### config.mk
export PLATFORM = sky130hd
export DESIGN_NAME = idu_pipe_flat
export DESIGN_NICKNAME = d
export VERILOG_FILES = /design/src/rtl/npc_pkg.sv /design/src/rtl/idu_pipe_if.sv /design/src/rtl/idu_dec.sv /design/src/rtl/idu_pipe.sv /design/src/flat_wrapper.sv
export SDC_FILE = /design/constraint.sdc
export NUM_CORES = 1
export LEC_CHECK = 0
export CAP_MARGIN = 20
export CORE_MARGIN = 1.5
export CORE_UTILIZATION = 61
export DETAILED_ROUTE_END_ITERATION = 10
export GPL_ROUTABILITY_DRIVEN = 0
export PLACE_DENSITY = 0.86
export SYNTH_ARGS = -nofsm -noshare
export SYNTH_HDL_FRONTEND = slang
export SYNTH_SLANG_ARGS = --single-unit
### constraint.sdc
create_clock -name clk -period 7.75 [get_ports clk]
set_input_delay 1.55 -clock clk [delete_from_list [all_inputs] [get_ports clk]]
set_output_delay 1.55 -clock clk [all_outputs]
set_load 0.02 [all_outputs]
### src/rtl/npc_pkg.sv
// Shared decode definitions for the IDU: opcode constants, one-hot bit
// positions of every control field, and the decoded FIFO word.
// Optional feature macro: IDU_RV32M_EN (adds the mdu_op field to dec_bundle_t).
package npc_pkg;

  localparam logic [6:0] OPC_LUI    = 7'b0110111;
  localparam logic [6:0] OPC_AUIPC  = 7'b0010111;
  localparam logic [6:0] OPC_JAL    = 7'b1101111;
  localparam logic [6:0] OPC_JALR   = 7'b1100111;
  localparam logic [6:0] OPC_BRANCH = 7'b1100011;
  localparam logic [6:0] OPC_LOAD   = 7'b0000011;
  localparam logic [6:0] OPC_STORE  = 7'b0100011;
  localparam logic [6:0] OPC_OP_IMM = 7'b0010011;
  localparam logic [6:0] OPC_OP     = 7'b0110011;
  localparam logic [6:0] OPC_SYSTEM = 7'b1110011;

  localparam logic [6:0] F7_BASE   = 7'h00;
  localparam logic [6:0] F7_ALT    = 7'h20;
  localparam logic [6:0] F7_MULDIV = 7'h01;

  localparam logic [31:0] INST_ECALL  = 32'h0000_0073;
  localparam logic [31:0] INST_EBREAK = 32'h0010_0073;
  localparam logic [31:0] INST_MRET   = 32'h3020_0073;

  localparam int ALU_ADD = 0, ALU_SUB = 1, ALU_SLT = 2, ALU_SLTU = 3, ALU_AND = 4;
  localparam int ALU_OR  = 5, ALU_XOR = 6, ALU_SLL = 7, ALU_SRL  = 8, ALU_SRA = 9;

  localparam int MDU_MUL = 0, MDU_MULH = 1, MDU_MULHSU = 2, MDU_MULHU = 3;
  localparam int MDU_DIV = 4, MDU_DIVU = 5, MDU_REM    = 6, MDU_REMU  = 7;

  localparam int JMP_JAL = 0, JMP_JALR = 1, JMP_BEQ  = 2, JMP_BNE  = 3;
  localparam int JMP_BLT = 4, JMP_BGE  = 5, JMP_BLTU = 6, JMP_BGEU = 7;

  localparam int MEM_SB = 0, MEM_SH = 1, MEM_SW  = 2, MEM_LB = 3;
  localparam int MEM_LH = 4, MEM_LW = 5, MEM_LBU = 6, MEM_LHU = 7;

  localparam int CSR_RW  = 0, CSR_RS  = 1, CSR_RC  = 2;
  localparam int CSR_RWI = 3, CSR_RSI = 4, CSR_RCI = 5;

  localparam int EXCP_ECALL = 0, EXCP_MRET = 1, EXCP_EBREAK = 2, EXCP_ILLEGAL = 3;

  localparam logic [2:0] SRC1_RS1  = 3'b001, SRC1_PC  = 3'b010, SRC1_ZERO = 3'b100;
  localparam logic [2:0] SRC2_RS2  = 3'b001, SRC2_IMM = 3'b010, SRC2_FOUR = 3'b100;
  localparam logic [2:0] WB_ALU    = 3'b001, WB_DRAM  = 3'b010, WB_CSR    = 3'b100;

  // One FIFO word. zimm is not stored: it is the rs1 field zero-extended.
  typedef struct packed {
    logic [31:0] imm;
    logic [4:0]  rs1;
    logic [4:0]  rs2;
    logic [4:0]  rd;
    logic [9:0]  alu_op;
`ifdef IDU_RV32M_EN
    logic [7:0]  mdu_op;
`endif
    logic [7:0]  jump_type;
    logic [7:0]  mem_type;
    logic [2:0]  sel_alu_src1;
    logic [2:0]  sel_alu_src2;
    logic [2:0]  sel_rf_wdata;
    logic        rf_wen;
    logic        dram_en;
    logic        dram_wen;
    logic        csr_wen;
    logic [5:0]  csr_op;
    logic [3:0]  excp;
  } dec_bundle_t;

endpackage

### src/rtl/idu_pipe_if.sv
// IFU -> IDU -> EXU handshake bundle. slave is the decode stage's view,
// master is the view of whoever drives fetch and consumes decoded entries.
interface idu_pipe_if #(parameter int DEPTH = 4);
  logic                    in_valid;
  logic                    in_ready;
  logic [31:0]             in_inst;
  logic [31:0]             in_pc;
  logic                    flush;
  logic                    out_valid;
  logic                    out_ready;
  logic [31:0]             out_pc;
  logic [31:0]             out_imm;
  logic [4:0]              out_rs1;
  logic [4:0]              out_rs2;
  logic [4:0]              out_rd;
  logic [9:0]              out_alu_op;
  logic [7:0]              out_mdu_op;
  logic [7:0]              out_jump_type;
  logic [7:0]              out_mem_type;
  logic [2:0]              out_sel_alu_src1;
  logic [2:0]              out_sel_alu_src2;
  logic [2:0]              out_sel_rf_wdata;
  logic                    out_rf_wen;
  logic                    out_dram_en;
  logic                    out_dram_wen;
  logic                    out_csr_wen;
  logic [5:0]              out_csr_op;
  logic [31:0]             out_zimm;
  logic [3:0]              out_excp;
  logic [$clog2(DEPTH):0]  count;

  modport master (
    output in_valid, in_inst, in_pc, flush, out_ready,
    input  in_ready, out_valid, out_pc, out_imm, out_rs1, out_rs2, out_rd,
           out_alu_op, out_mdu_op, out_jump_type, out_mem_type,
           out_sel_alu_src1, out_sel_alu_src2, out_sel_rf_wdata,
           out_rf_wen, out_dram_en, out_dram_wen, out_csr_wen,
           out_csr_op, out_zimm, out_excp, count
  );

  modport slave (
    input  in_valid, in_inst, in_pc, flush, out_ready,
    output in_ready, out_valid, out_pc, out_imm, out_rs1, out_rs2, out_rd,
           out_alu_op, out_mdu_op, out_jump_type, out_mem_type,
           out_sel_alu_src1, out_sel_alu_src2, out_sel_rf_wdata,
           out_rf_wen, out_dram_en, out_dram_wen, out_csr_wen,
           out_csr_op, out_zimm, out_excp, count
  );
endinterface

### src/rtl/idu_dec.sv
// Combinational RV32I(+M) decoder: raw instruction -> dec_bundle_t.
// Optional feature macro: IDU_RV32M_EN (funct7=0x01 R-type decodes to mdu_op).
module idu_dec
  import npc_pkg::*;
(
  input  logic [31:0]  inst,
  output dec_bundle_t  dec
);

  logic [6:0] opcode;
  logic [2:0] funct3;
  logic [6:0] funct7;
  logic signed [31:0] imm_i, imm_s, imm_b, imm_u, imm_j;
  logic illegal;

  assign opcode = inst[6:0];
  assign funct3 = inst[14:12];
  assign funct7 = inst[31:25];

  assign imm_i = {{20{inst[31]}}, inst[31:20]};
  assign imm_s = {{20{inst[31]}}, inst[31:25], inst[11:7]};
  assign imm_b = {{19{inst[31]}}, inst[31], inst[7], inst[30:25], inst[11:8], 1'b0};
  assign imm_u = {inst[31:12], 12'b0};
  assign imm_j = {{11{inst[31]}}, inst[31], inst[19:12], inst[20], inst[30:21], 1'b0};

  // Field decode by opcode; anything unrecognised collapses to an illegal bundle.
  always_comb begin
    dec     = '0;
    illegal = 1'b0;
    dec.rs1 = inst[19:15];
    dec.rs2 = inst[24:20];
    dec.rd  = inst[11:7];
    case (opcode)
      OPC_LUI: begin
        dec.imm = imm_u;
        dec.alu_op[ALU_ADD] = 1'b1;
        dec.sel_alu_src1 = SRC1_ZERO;
        dec.sel_alu_src2 = SRC2_IMM;
        dec.sel_rf_wdata = WB_ALU;
        dec.rf_wen = 1'b1;
      end
      OPC_AUIPC: begin
        dec.imm = imm_u;
        dec.alu_op[ALU_ADD] = 1'b1;
        dec.sel_alu_src1 = SRC1_PC;
        dec.sel_alu_src2 = SRC2_IMM;
        dec.sel_rf_wdata = WB_ALU;
        dec.rf_wen = 1'b1;
      end
      OPC_JAL: begin
        dec.imm = imm_j;
        dec.jump_type[JMP_JAL] = 1'b1;
        dec.alu_op[ALU_ADD] = 1'b1;
        dec.sel_alu_src1 = SRC1_PC;
        dec.sel_alu_src2 = SRC2_FOUR;
        dec.sel_rf_wdata = WB_ALU;
        dec.rf_wen = 1'b1;
      end
      OPC_JALR: begin
        dec.imm = imm_i;
        dec.jump_type[JMP_JALR] = 1'b1;
        dec.alu_op[ALU_ADD] = 1'b1;
        dec.sel_alu_src1 = SRC1_PC;
        dec.sel_alu_src2 = SRC2_FOUR;
        dec.sel_rf_wdata = WB_ALU;
        dec.rf_wen = 1'b1;
        if (funct3 != 3'b000) illegal = 1'b1;
      end
      OPC_BRANCH: begin
        dec.imm = imm_b;
        dec.sel_alu_src1 = SRC1_RS1;
        dec.sel_alu_src2 = SRC2_RS2;
        case (funct3)
          3'b000: begin dec.jump_type[JMP_BEQ]  = 1'b1; dec.alu_op[ALU_SUB]  = 1'b1; end
          3'b001: begin dec.jump_type[JMP_BNE]  = 1'b1; dec.alu_op[ALU_SUB]  = 1'b1; end
          3'b100: begin dec.jump_type[JMP_BLT]  = 1'b1; dec.alu_op[ALU_SLT]  = 1'b1; end
          3'b101: begin dec.jump_type[JMP_BGE]  = 1'b1; dec.alu_op[ALU_SLT]  = 1'b1; end
          3'b110: begin dec.jump_type[JMP_BLTU] = 1'b1; dec.alu_op[ALU_SLTU] = 1'b1; end
          3'b111: begin dec.jump_type[JMP_BGEU] = 1'b1; dec.alu_op[ALU_SLTU] = 1'b1; end
          default: illegal = 1'b1;
        endcase
      end
      OPC_LOAD: begin
        dec.imm = imm_i;
        dec.alu_op[ALU_ADD] = 1'b1;
        dec.sel_alu_src1 = SRC1_RS1;
        dec.sel_alu_src2 = SRC2_IMM;
        dec.sel_rf_wdata = WB_DRAM;
        dec.rf_wen  = 1'b1;
        dec.dram_en = 1'b1;
        case (funct3)
          3'b000:  dec.mem_type[MEM_LB]  = 1'b1;
          3'b001:  dec.mem_type[MEM_LH]  = 1'b1;
          3'b010:  dec.mem_type[MEM_LW]  = 1'b1;
          3'b100:  dec.mem_type[MEM_LBU] = 1'b1;
          3'b101:  dec.mem_type[MEM_LHU] = 1'b1;
          default: illegal = 1'b1;
        endcase
      end
      OPC_STORE: begin
        dec.imm = imm_s;
        dec.alu_op[ALU_ADD] = 1'b1;
        dec.sel_alu_src1 = SRC1_RS1;
        dec.sel_alu_src2 = SRC2_IMM;
        dec.dram_en  = 1'b1;
        dec.dram_wen = 1'b1;
        case (funct3)
          3'b000:  dec.mem_type[MEM_SB] = 1'b1;
          3'b001:  dec.mem_type[MEM_SH] = 1'b1;
          3'b010:  dec.mem_type[MEM_SW] = 1'b1;
          default: illegal = 1'b1;
        endcase
      end
      OPC_OP_IMM: begin
        dec.imm = imm_i;
        dec.sel_alu_src1 = SRC1_RS1;
        dec.sel_alu_src2 = SRC2_IMM;
        dec.sel_rf_wdata = WB_ALU;
        dec.rf_wen = 1'b1;
        case (funct3)
          3'b000: dec.alu_op[ALU_ADD]  = 1'b1;
          3'b010: dec.alu_op[ALU_SLT]  = 1'b1;
          3'b011: dec.alu_op[ALU_SLTU] = 1'b1;
          3'b100: dec.alu_op[ALU_XOR]  = 1'b1;
          3'b110: dec.alu_op[ALU_OR]   = 1'b1;
          3'b111: dec.alu_op[ALU_AND]  = 1'b1;
          3'b001: begin
            if (funct7 == F7_BASE) dec.alu_op[ALU_SLL] = 1'b1;
            else                   illegal = 1'b1;
          end
          default: begin
            if      (funct7 == F7_BASE) dec.alu_op[ALU_SRL] = 1'b1;
            else if (funct7 == F7_ALT)  dec.alu_op[ALU_SRA] = 1'b1;
            else                        illegal = 1'b1;
          end
        endcase
      end
      OPC_OP: begin
        dec.sel_alu_src1 = SRC1_RS1;
        dec.sel_alu_src2 = SRC2_RS2;
        dec.sel_rf_wdata = WB_ALU;
        dec.rf_wen = 1'b1;
        if (funct7 == F7_BASE) begin
          case (funct3)
            3'b000:  dec.alu_op[ALU_ADD]  = 1'b1;
            3'b001:  dec.alu_op[ALU_SLL]  = 1'b1;
            3'b010:  dec.alu_op[ALU_SLT]  = 1'b1;
            3'b011:  dec.alu_op[ALU_SLTU] = 1'b1;
            3'b100:  dec.alu_op[ALU_XOR]  = 1'b1;
            3'b101:  dec.alu_op[ALU_SRL]  = 1'b1;
            3'b110:  dec.alu_op[ALU_OR]   = 1'b1;
            default: dec.alu_op[ALU_AND]  = 1'b1;
          endcase
        end else if (funct7 == F7_ALT) begin
          case (funct3)
            3'b000:  dec.alu_op[ALU_SUB] = 1'b1;
            3'b101:  dec.alu_op[ALU_SRA] = 1'b1;
            default: illegal = 1'b1;
          endcase
`ifdef IDU_RV32M_EN
        end else if (funct7 == F7_MULDIV) begin
          // mdu_op bit order matches funct3 encoding directly.
          dec.mdu_op = 8'b1 << funct3;
`endif
        end else begin
          illegal = 1'b1;
        end
      end
      OPC_SYSTEM: begin
        case (funct3)
          3'b000: begin
            if      (inst == INST_ECALL)  dec.excp[EXCP_ECALL]  = 1'b1;
            else if (inst == INST_EBREAK) dec.excp[EXCP_EBREAK] = 1'b1;
            else if (inst == INST_MRET)   dec.excp[EXCP_MRET]   = 1'b1;
            else                          illegal = 1'b1;
          end
          3'b100: illegal = 1'b1;
          default: begin
            dec.imm = imm_i;
            dec.sel_alu_src1 = SRC1_RS1;
            dec.sel_rf_wdata = WB_CSR;
            dec.rf_wen  = 1'b1;
            dec.csr_wen = 1'b1;
            case (funct3)
              3'b001:  dec.csr_op[CSR_RW]  = 1'b1;
              3'b010:  dec.csr_op[CSR_RS]  = 1'b1;
              3'b011:  dec.csr_op[CSR_RC]  = 1'b1;
              3'b101:  dec.csr_op[CSR_RWI] = 1'b1;
              3'b110:  dec.csr_op[CSR_RSI] = 1'b1;
              default: dec.csr_op[CSR_RCI] = 1'b1;
            endcase
          end
        endcase
      end
      default: illegal = 1'b1;
    endcase

    // An illegal instruction carries only its register fields and the flag,
    // so no side-effect strobe can leak into execute.
    if (illegal) begin
      dec     = '0;
      dec.rs1 = inst[19:15];
      dec.rs2 = inst[24:20];
      dec.rd  = inst[11:7];
      dec.excp[EXCP_ILLEGAL] = 1'b1;
    end
  end

endmodule

### src/rtl/idu_pipe.sv
// Buffered decode stage: decodes each fetched instruction and queues the
// control bundle in a DEPTH-entry FIFO toward the EXU, with flush support.
// Optional feature macro: IDU_RV32M_EN (M-extension decode, mdu_op stored).
module idu_pipe
  import npc_pkg::*;
#(
  parameter int DEPTH = 4
) (
  input  logic        clk,
  input  logic        rst,
  idu_pipe_if.slave   bus
);

  localparam int PTR_W = $clog2(DEPTH);
  localparam int CNT_W = PTR_W + 1;

  dec_bundle_t       dec_p0;
  dec_bundle_t       head_p1;
  logic [31:0]       head_pc_p1;
  dec_bundle_t       mem_dec [DEPTH];
  logic [31:0]       mem_pc  [DEPTH];
  logic [PTR_W-1:0]  wr_ptr, rd_ptr;
  logic [CNT_W-1:0]  cnt;
  logic              full, empty, rdy_p0, vld_p1, push, pop;

  // ---- stage p0: decode and FIFO write ----
  idu_dec u_dec (
    .inst (bus.in_inst),
    .dec  (dec_p0)
  );

  assign full   = (cnt == CNT_W'(DEPTH));
  assign empty  = (cnt == '0);
  assign rdy_p0 = !full && !bus.flush && !rst;
  assign vld_p1 = !empty && !bus.flush && !rst;
  assign push   = bus.in_valid && rdy_p0;
  assign pop    = vld_p1 && bus.out_ready;

  assign bus.in_ready  = rdy_p0;
  assign bus.out_valid = vld_p1;
  assign bus.count     = cnt;

  // Pointer and occupancy control; flush behaves like a reset of the queue.
  always_ff @(posedge clk) begin
    if (rst || bus.flush) begin
      wr_ptr <= '0;
      rd_ptr <= '0;
      cnt    <= '0;
    end else begin
      if (push) wr_ptr <= wr_ptr + PTR_W'(1);
      if (pop)  rd_ptr <= rd_ptr + PTR_W'(1);
      case ({push, pop})
        2'b10:   cnt <= cnt + CNT_W'(1);
        2'b01:   cnt <= cnt - CNT_W'(1);
        default: cnt <= cnt;
      endcase
    end
  end

  // Payload storage; unreset because out_valid masks stale words.
  always_ff @(posedge clk) begin
    if (push) begin
      mem_dec[wr_ptr] <= dec_p0;
      mem_pc[wr_ptr]  <= bus.in_pc;
    end
  end

  // ---- stage p1: head presentation ----
  assign head_p1    = mem_dec[rd_ptr];
  assign head_pc_p1 = mem_pc[rd_ptr];

  // Drive head payload when valid, otherwise hold every payload output at zero.
  always_comb begin
    bus.out_pc           = '0;
    bus.out_imm          = '0;
    bus.out_rs1          = '0;
    bus.out_rs2          = '0;
    bus.out_rd           = '0;
    bus.out_alu_op       = '0;
    bus.out_mdu_op       = '0;
    bus.out_jump_type    = '0;
    bus.out_mem_type     = '0;
    bus.out_sel_alu_src1 = '0;
    bus.out_sel_alu_src2 = '0;
    bus.out_sel_rf_wdata = '0;
    bus.out_rf_wen       = 1'b0;
    bus.out_dram_en      = 1'b0;
    bus.out_dram_wen     = 1'b0;
    bus.out_csr_wen      = 1'b0;
    bus.out_csr_op       = '0;
    bus.out_zimm         = '0;
    bus.out_excp         = '0;
    if (vld_p1) begin
      bus.out_pc           = head_pc_p1;
      bus.out_imm          = head_p1.imm;
      bus.out_rs1          = head_p1.rs1;
      bus.out_rs2          = head_p1.rs2;
      bus.out_rd           = head_p1.rd;
      bus.out_alu_op       = head_p1.alu_op;
`ifdef IDU_RV32M_EN
      bus.out_mdu_op       = head_p1.mdu_op;
`endif
      bus.out_jump_type    = head_p1.jump_type;
      bus.out_mem_type     = head_p1.mem_type;
      bus.out_sel_alu_src1 = head_p1.sel_alu_src1;
      bus.out_sel_alu_src2 = head_p1.sel_alu_src2;
      bus.out_sel_rf_wdata = head_p1.sel_rf_wdata;
      bus.out_rf_wen       = head_p1.rf_wen;
      bus.out_dram_en      = head_p1.dram_en;
      bus.out_dram_wen     = head_p1.dram_wen;
      bus.out_csr_wen      = head_p1.csr_wen;
      bus.out_csr_op       = head_p1.csr_op;
      bus.out_zimm         = {27'b0, head_p1.rs1};
      bus.out_excp         = head_p1.excp;
    end
  end

endmodule

### src/flat_wrapper.sv
// flat-port wrapper written by rule: the top's interface ports become plain ports
module idu_pipe_flat import npc_pkg::*;
#(
  parameter int DEPTH = 4
)
  (clk, rst, bus_in_valid, bus_in_inst, bus_in_pc, bus_flush, bus_out_ready, bus_in_ready, bus_out_valid, bus_out_pc, bus_out_imm, bus_out_rs1, bus_out_rs2, bus_out_rd, bus_out_alu_op, bus_out_mdu_op, bus_out_jump_type, bus_out_mem_type, bus_out_sel_alu_src1, bus_out_sel_alu_src2, bus_out_sel_rf_wdata, bus_out_rf_wen, bus_out_dram_en, bus_out_dram_wen, bus_out_csr_wen, bus_out_csr_op, bus_out_zimm, bus_out_excp, bus_count);
  idu_pipe_if #(.DEPTH(DEPTH)) bus_i ();
  input  logic clk;
  input  logic rst;
  input wire logic [$bits(bus_i.in_valid)-1:0] bus_in_valid;
  input wire logic [$bits(bus_i.in_inst)-1:0] bus_in_inst;
  input wire logic [$bits(bus_i.in_pc)-1:0] bus_in_pc;
  input wire logic [$bits(bus_i.flush)-1:0] bus_flush;
  input wire logic [$bits(bus_i.out_ready)-1:0] bus_out_ready;
  output wire logic [$bits(bus_i.in_ready)-1:0] bus_in_ready;
  output wire logic [$bits(bus_i.out_valid)-1:0] bus_out_valid;
  output wire logic [$bits(bus_i.out_pc)-1:0] bus_out_pc;
  output wire logic [$bits(bus_i.out_imm)-1:0] bus_out_imm;
  output wire logic [$bits(bus_i.out_rs1)-1:0] bus_out_rs1;
  output wire logic [$bits(bus_i.out_rs2)-1:0] bus_out_rs2;
  output wire logic [$bits(bus_i.out_rd)-1:0] bus_out_rd;
  output wire logic [$bits(bus_i.out_alu_op)-1:0] bus_out_alu_op;
  output wire logic [$bits(bus_i.out_mdu_op)-1:0] bus_out_mdu_op;
  output wire logic [$bits(bus_i.out_jump_type)-1:0] bus_out_jump_type;
  output wire logic [$bits(bus_i.out_mem_type)-1:0] bus_out_mem_type;
  output wire logic [$bits(bus_i.out_sel_alu_src1)-1:0] bus_out_sel_alu_src1;
  output wire logic [$bits(bus_i.out_sel_alu_src2)-1:0] bus_out_sel_alu_src2;
  output wire logic [$bits(bus_i.out_sel_rf_wdata)-1:0] bus_out_sel_rf_wdata;
  output wire logic [$bits(bus_i.out_rf_wen)-1:0] bus_out_rf_wen;
  output wire logic [$bits(bus_i.out_dram_en)-1:0] bus_out_dram_en;
  output wire logic [$bits(bus_i.out_dram_wen)-1:0] bus_out_dram_wen;
  output wire logic [$bits(bus_i.out_csr_wen)-1:0] bus_out_csr_wen;
  output wire logic [$bits(bus_i.out_csr_op)-1:0] bus_out_csr_op;
  output wire logic [$bits(bus_i.out_zimm)-1:0] bus_out_zimm;
  output wire logic [$bits(bus_i.out_excp)-1:0] bus_out_excp;
  output wire logic [$bits(bus_i.count)-1:0] bus_count;
  assign bus_i.in_valid = bus_in_valid;
  assign bus_i.in_inst = bus_in_inst;
  assign bus_i.in_pc = bus_in_pc;
  assign bus_i.flush = bus_flush;
  assign bus_i.out_ready = bus_out_ready;
  assign bus_in_ready = bus_i.in_ready;
  assign bus_out_valid = bus_i.out_valid;
  assign bus_out_pc = bus_i.out_pc;
  assign bus_out_imm = bus_i.out_imm;
  assign bus_out_rs1 = bus_i.out_rs1;
  assign bus_out_rs2 = bus_i.out_rs2;
  assign bus_out_rd = bus_i.out_rd;
  assign bus_out_alu_op = bus_i.out_alu_op;
  assign bus_out_mdu_op = bus_i.out_mdu_op;
  assign bus_out_jump_type = bus_i.out_jump_type;
  assign bus_out_mem_type = bus_i.out_mem_type;
  assign bus_out_sel_alu_src1 = bus_i.out_sel_alu_src1;
  assign bus_out_sel_alu_src2 = bus_i.out_sel_alu_src2;
  assign bus_out_sel_rf_wdata = bus_i.out_sel_rf_wdata;
  assign bus_out_rf_wen = bus_i.out_rf_wen;
  assign bus_out_dram_en = bus_i.out_dram_en;
  assign bus_out_dram_wen = bus_i.out_dram_wen;
  assign bus_out_csr_wen = bus_i.out_csr_wen;
  assign bus_out_csr_op = bus_i.out_csr_op;
  assign bus_out_zimm = bus_i.out_zimm;
  assign bus_out_excp = bus_i.out_excp;
  assign bus_count = bus_i.count;
  idu_pipe #(.DEPTH(DEPTH)) u_core (.clk(clk), .rst(rst), .bus(bus_i));
endmodule
Word level (Yosys, flattened, before mapping)
Memory sizes are Yosys's and may differ from the RTL's. A register that Yosys moved wholly into a read port is not among the register bits.
Index checks and enable logic that the tools add are counted.

word-level totals
  word-level logic and storage cells = 165
  bits of input ports = 69
  memories = 2
  memory bits (writable) = 512
  register bits = 7
  output and inout port bits = 173

operators by class
  add/subtract/negate cells = 4
  multiplexer cells = 93
  reduce and logical (&&, ||, !) cells = 39
  equality and inequality tests = 24

memories
  name            depth  bits a word  rd ports  clocked after memory_dff  write ports  RTL line        source
  u_core.mem_dec  4      96           1         1                         1            idu_pipe.sv:20  dec_bundle_t mem_dec [DEPTH];
  u_core.mem_pc   4      32           1         1                         1            idu_pipe.sv:21  logic [31:0] mem_pc [DEPTH];

operators with widths
  cell                    number
  $pmux W32 S6            1
  $mux W32                3
  $mux W96                1
  $mux W1                 50
  $eq A32 B21 Y1 const B  1
  $eq A32 B30 Y1 const B  1
  $eq A32 B7 Y1 const B   1
  $eq A7 B6 Y1 const B    4
  $eq A7 B7 Y1 const B    4
  $mux W5                 5
  $reduce_or A6 Y1        4
  $mux W7                 3
  $reduce_or A5 Y1        4
  $mux W3                 6
  $reduce_or A2 Y1        9
  $mux W8                 2
  $eq A3 B3 Y1 const B    5
  $eq A7 B5 Y1 const B    2
  $reduce_or A7 Y1        2
  $mux W2                 6
  $mux W6                 2
  $pmux W3 S4             1
  $pmux W4 S3             1
  $pmux W6 S2             1
  24 further kinds        41

Longest topological paths before layout
  depth after elaboration = 7
  mapped depth = 11
  gate-level depth less buffers = 10

By module
From an unflattened synthesis, not the netlist that was laid out.

second synthesis, totals
  cells, all modules = 1185
  area, all modules = 21769.6 um^2

modules (own cells, without submodules)
  module    times used  sequential area each (um^2)  area an instance (um^2)  cells each
  idu_pipe  1           15554.9                      20170.6                  906
  idu_dec   1           0.0                          1599.0                   279

Worst setup path after synthesis
Ideal clock, no wire load.

  path kind = input-to-reg
  start = in bus_flush
  end = mem u_core.mem_dec[0][0] (netlist bit), enable pin
  path slack = 1.580 ns
  path buffers = 1
  required time = 7.247 ns
  library setup time = 0.503 ns
  stages = 4
  data arrival time = 5.666 ns
  path through = or2_2 clkbuf_1 a31oi_1 and3_1

on the way
  cells in the longest elaborated chain, start to end = 6

ends and longest elaborated chain
  item                              RTL line            source
  start: declaration                flat_wrapper.sv:13  input wire logic [$bits(bus_i.flush)-1:0] bus_flush;
  $logic_not A1 Y1                  idu_pipe.sv:34      assign rdy_p0 = !full && !bus.flush && !rst;
  $logic_and A1 B1 Y1 (2 in a row)  idu_pipe.sv:34
  via bus_in_ready                  flat_wrapper.sv:15  output wire logic [$bits(bus_i.in_ready)-1:0] bus_in_ready;
  $logic_and A1 B1 Y1               idu_pipe.sv:36      assign push = bus.in_valid && rdy_p0;
  $mux W1                           idu_pipe.sv:62      if (push) begin
  $mux W1 (not written as such)     idu_pipe.sv:63      mem_dec[wr_ptr] <= dec_p0;
  end: declaration                  idu_pipe.sv:20

The timed path passes the listed nets, and every way through them passes these cells.

Final worst setup path
  start = in bus_flush
  end = out bus_out_imm[19]

on the way
  cells in the longest elaborated chain, start to end = 4

ends and longest elaborated chain
  item                              RTL line            source
  $logic_not A1 Y1                  idu_pipe.sv:35      assign vld_p1 = !empty && !bus.flush && !rst;
  $logic_and A1 B1 Y1 (2 in a row)  idu_pipe.sv:35
  $mux W32                          idu_pipe.sv:93      if (vld_p1) begin
  end: declaration                  flat_wrapper.sv:18  output wire logic [$bits(bus_i.out_imm)-1:0] bus_out_imm;

Every way passes these cells.

==> metrics.md <==
| Metric | Value |
|---|---|
| Rel. slew slack | 25.0% |
| Largest area contributor in the netlist | edfxtp_1 |
| Yosys reg bits | 521 |
| Crit. Startpoint | bus_flush |
| Worst Tran Pin Value | 1.12 ns |
| Via density per instance | 6.28 |
| First-pass GRT wire length | 69,600 um |
| DRT antenna net count | 0 |
| Antenna diodes | 0 |
| Clk Latency, worst-skew pair | 0.57 ns |
| Initial antenna violation count | 3 |
| DRT Pass-1 Iters | 5 |
| Setup crit end | bus_out_imm[19] |
| Reg-to-reg endpoint | u_core.mem_dec[3][64] |
| Syn Area/Cell | 18.5 um2 |
| Post-synthesis cell area | 21,400 um2 |
| Total gr overflow | 0 |
| Post-CTS Setup Inserts | 0 |
| CTS root buffer | clkbuf_16 |
| P_sw | 1120 uW |
| Max Slew Vio Count | 0 |
| Die Wd | 190 um |
| Initial core utilization | 62.1% |
| Synth area leaders | edfxtp_1 (72%), mux4_2 (13%), and2_1 (3.8%) |
| Post-cts sizing count | 0 |
| R2R Setup Slk | 4.80 ns |
| PortBufs | 206 |
| Layout cells sized above 1 | 16.8% |
| Seq. cell area | 15,600 um2 |
| Crit-path slowest cell | clkdlybuf4s50_1 |
| Top cell family by delay on the critical path | buffers and inverters |
| Post-synth EDFFs | 512 |
| Drt wl/cell | 25.1 um |
| Final HPWL DP | 27,900 um |
| Gr usage total | 25.8% |
| Max incr delay on CP | 0.62 ns |
| Final core utilization | 73.8% |
| Core Region | 34,500 um2 |
| Via count | 11,600 |
| Residual DRC | 0 |
| Most frequent cell after synthesis | edfxtp_1 |
| Switch share | 19.4% |
| Io pins | 242 |
| Sequential power share | 53.9% |
| Internal Dissipation | 4640 uW |
| CP Cell Sequence | clkdlybuf4s50_1 > or2_2 > nor2_4 > buf_4 > and2_1 > clkdlybuf4s50_1 |
| Hold crit path type | reg2reg |
| Synth Warn # | 0 |
| R2R depth | 4 |
| Die Y | 190 um |
| Worst Path Class, Setup | in2out |
| Register area share after synthesis | 72.6% |
| Synth Flop Type | edfxtp_1 |
| Initial DRC count | 1,286 |
| Buf/Inv on CP | 3 |
| Power Dens Cells | 226 nW/um2 |
| Reg clk slew, reported paths | 0.06 ns |
| Fin nets | 1,442 |
| Peak supply drop | 211 uV |
| Post-Route WL | 46,400 um |
| Clk_skew | 0.0199 ns |
| CTS tree | built |
| Num CTS Buffers | 50 |
| Critical Path RT | 6.20 ns |
| Top-area cell type share of the netlist area | 71.7% |
| Crit path time final | 5.38 ns |
| Cells after Synth | 1,159 |
| Std-Cell Rows | 68 |
| Share of flip-flops with an asynchronous set or reset | 0% |
| Fmax | 186 MHz |
| Status | completed |
| WP data arrival | 3.83 ns |
| Post-synth top cells | edfxtp_1 (512), and2_1 (131), mux4_2 (128), nor2_1 (51) |
| Die area | 36,300 um2 |
| Fin Setup TNS | 0 ns |
| Yosys cell types | 58 |
| Critical path endpoint category | output port |
| CTS Hold Buffers Added | 0 |
| Max Cap Viol | 0 |
| RSZ-0062 raised after global routing | no |
| Final setup viols | 0 |
| CTS Buffer Depth | 3 |
| Static Leak | 0.00726 uW |
| TritonCTS Sinks | 521 |
| Gate power share | 3.3% |
| Final hold vios | 0 |
| Largest net degree at the start of global routing | 98 |
| Filler cells | 1,974 |
| Critical-path maximum fanout | 71 |
| Crit-path most repeated cell | clkdlybuf4s50_1 |
| Multi-input gate area | 5410 um2 |
| Clock network power share | 42.7% |
| Number of global-route vias before repair | 11,500 |
| Area delta synth->final | 18.9% |
| R2r startpoint | u_core.bus.count[0] |
| CTS H-tree lvls | 2 |
| Fin crit share | 69.4% |
| Critical Path Source Type | input pin |
| Critical path depth | 6 |
[layer usage]
metal	up-vias	routed length (um)	global-route usage, %
met2	709	23100	42.2
li1	4913	-	-
met4	2	1150	6.84
met1	5923	17600	36.5
met3	95	4610	4.78
met5	-	13	0
[state kept, by name, summed over array words and instances (netlist names), named ones only]
register          cells
u_core.rd_ptr         2
u_core.wr_ptr         2
u_core.mem_dec      384
u_core.bus.count      3
u_core.mem_pc       128
[worst min-delay path by stage]
stage,slack [ns],cells past startpoint,startpoint,to
5_1_grt,0.58,2,u_core.bus.count[2],u_core.bus.count[2]
2_1_floorplan,0.48,2,u_core.rd_ptr[1],flip-flop
3_3_place_gp,0.49,2,u_core.bus.count[2],u_core.bus.count[2]
4_1_cts,0.55,2,u_core.rd_ptr[1],flip-flop
6_report,0.55,2,u_core.rd_ptr[1],flip-flop
3_5_place_dp,0.53,2,u_core.rd_ptr[1],flip-flop
[tightest hold or removal path: stages (launching register included)]
cell and delay (ns):
dfxtp_1 0.31, xor2_1 0.14, nor2_1 0.06
[power by group through the flow]
stage | registers, uW | clock network, uW | logic, uW
CTS | 3110 | 2490 | 190
global placement | 3160 | 0 | 183
finish | 3110 | 2460 | 193
floorplan | 3170 | 0 | 108
detailed placement | 3170 | 0 | 188
global route | 3110 | 2590 | 203
[stage by stage]
stage                     hold WS, ns  cell area [um2]  setup WS (ns)  std cells  power [uW]
after global placement          0.492            23800           2.39       1764        3350
after CTS                       0.551            25500           2.38       1853        5790
after floorplan                 0.485            21600           1.58       1193        3270
after global routing            0.577            25500           2.25       1853        5900
final                           0.553            25500           2.37       1853        5760
after detailed placement        0.527            23800           2.18       1764        3350
[cell type report]
| cell class | count | share of cell area [%] |
|---|---|---|
| inverter | 16 | 0.236 |
| sequential | 521 | 61.1 |
| clock buffer | 56 | 5.25 |
| timing repair buffer | 222 | 8.66 |
| multi-input combinational | 550 | 21.2 |
| clock inverter | 33 | 1.34 |
| tap | 455 | 2.23 |
[placed cells by master (no fill, tap or decap), types with 4 or more instances in the layout]
cell	instances
and2_1	131
ha_1	11
inv_1	16
mux4_2	128
clkinvlp_4	4
and3_4	4
dfxtp_1	7
nor2b_1	4
or3_1	5
a21oi_1	19
conb_1	35
nand2_1	20
clkdlybuf4s50_1	206
edfxtp_1	512
a31oi_1	4
nand3_1	6
clkinv_2	7
nor3_1	43
nor2_1	50
clkbuf_16	53
nor4_1	4
clkinv_1	13
buf_4	14
a22oi_1	19
bufinv_16	7
nand2b_1	8
o21ai_0	8
[kinds of logic (layout without fill, tap and decap cells)]
family,count (synthesis),after routing,synth area share [%]
muxes,128,128,13.4
xor gates and xnor gates,6,6,0.245
buffers and inverters,122,327,2.94
AOI/OAI and AO/OA,68,68,2.11
adders and majority gates,12,12,0.736
and+or+nand+nor,301,301,7.93
DFF,521,521,72.6
other,1,35,0.0175
(Power assumes the default switching activity.)
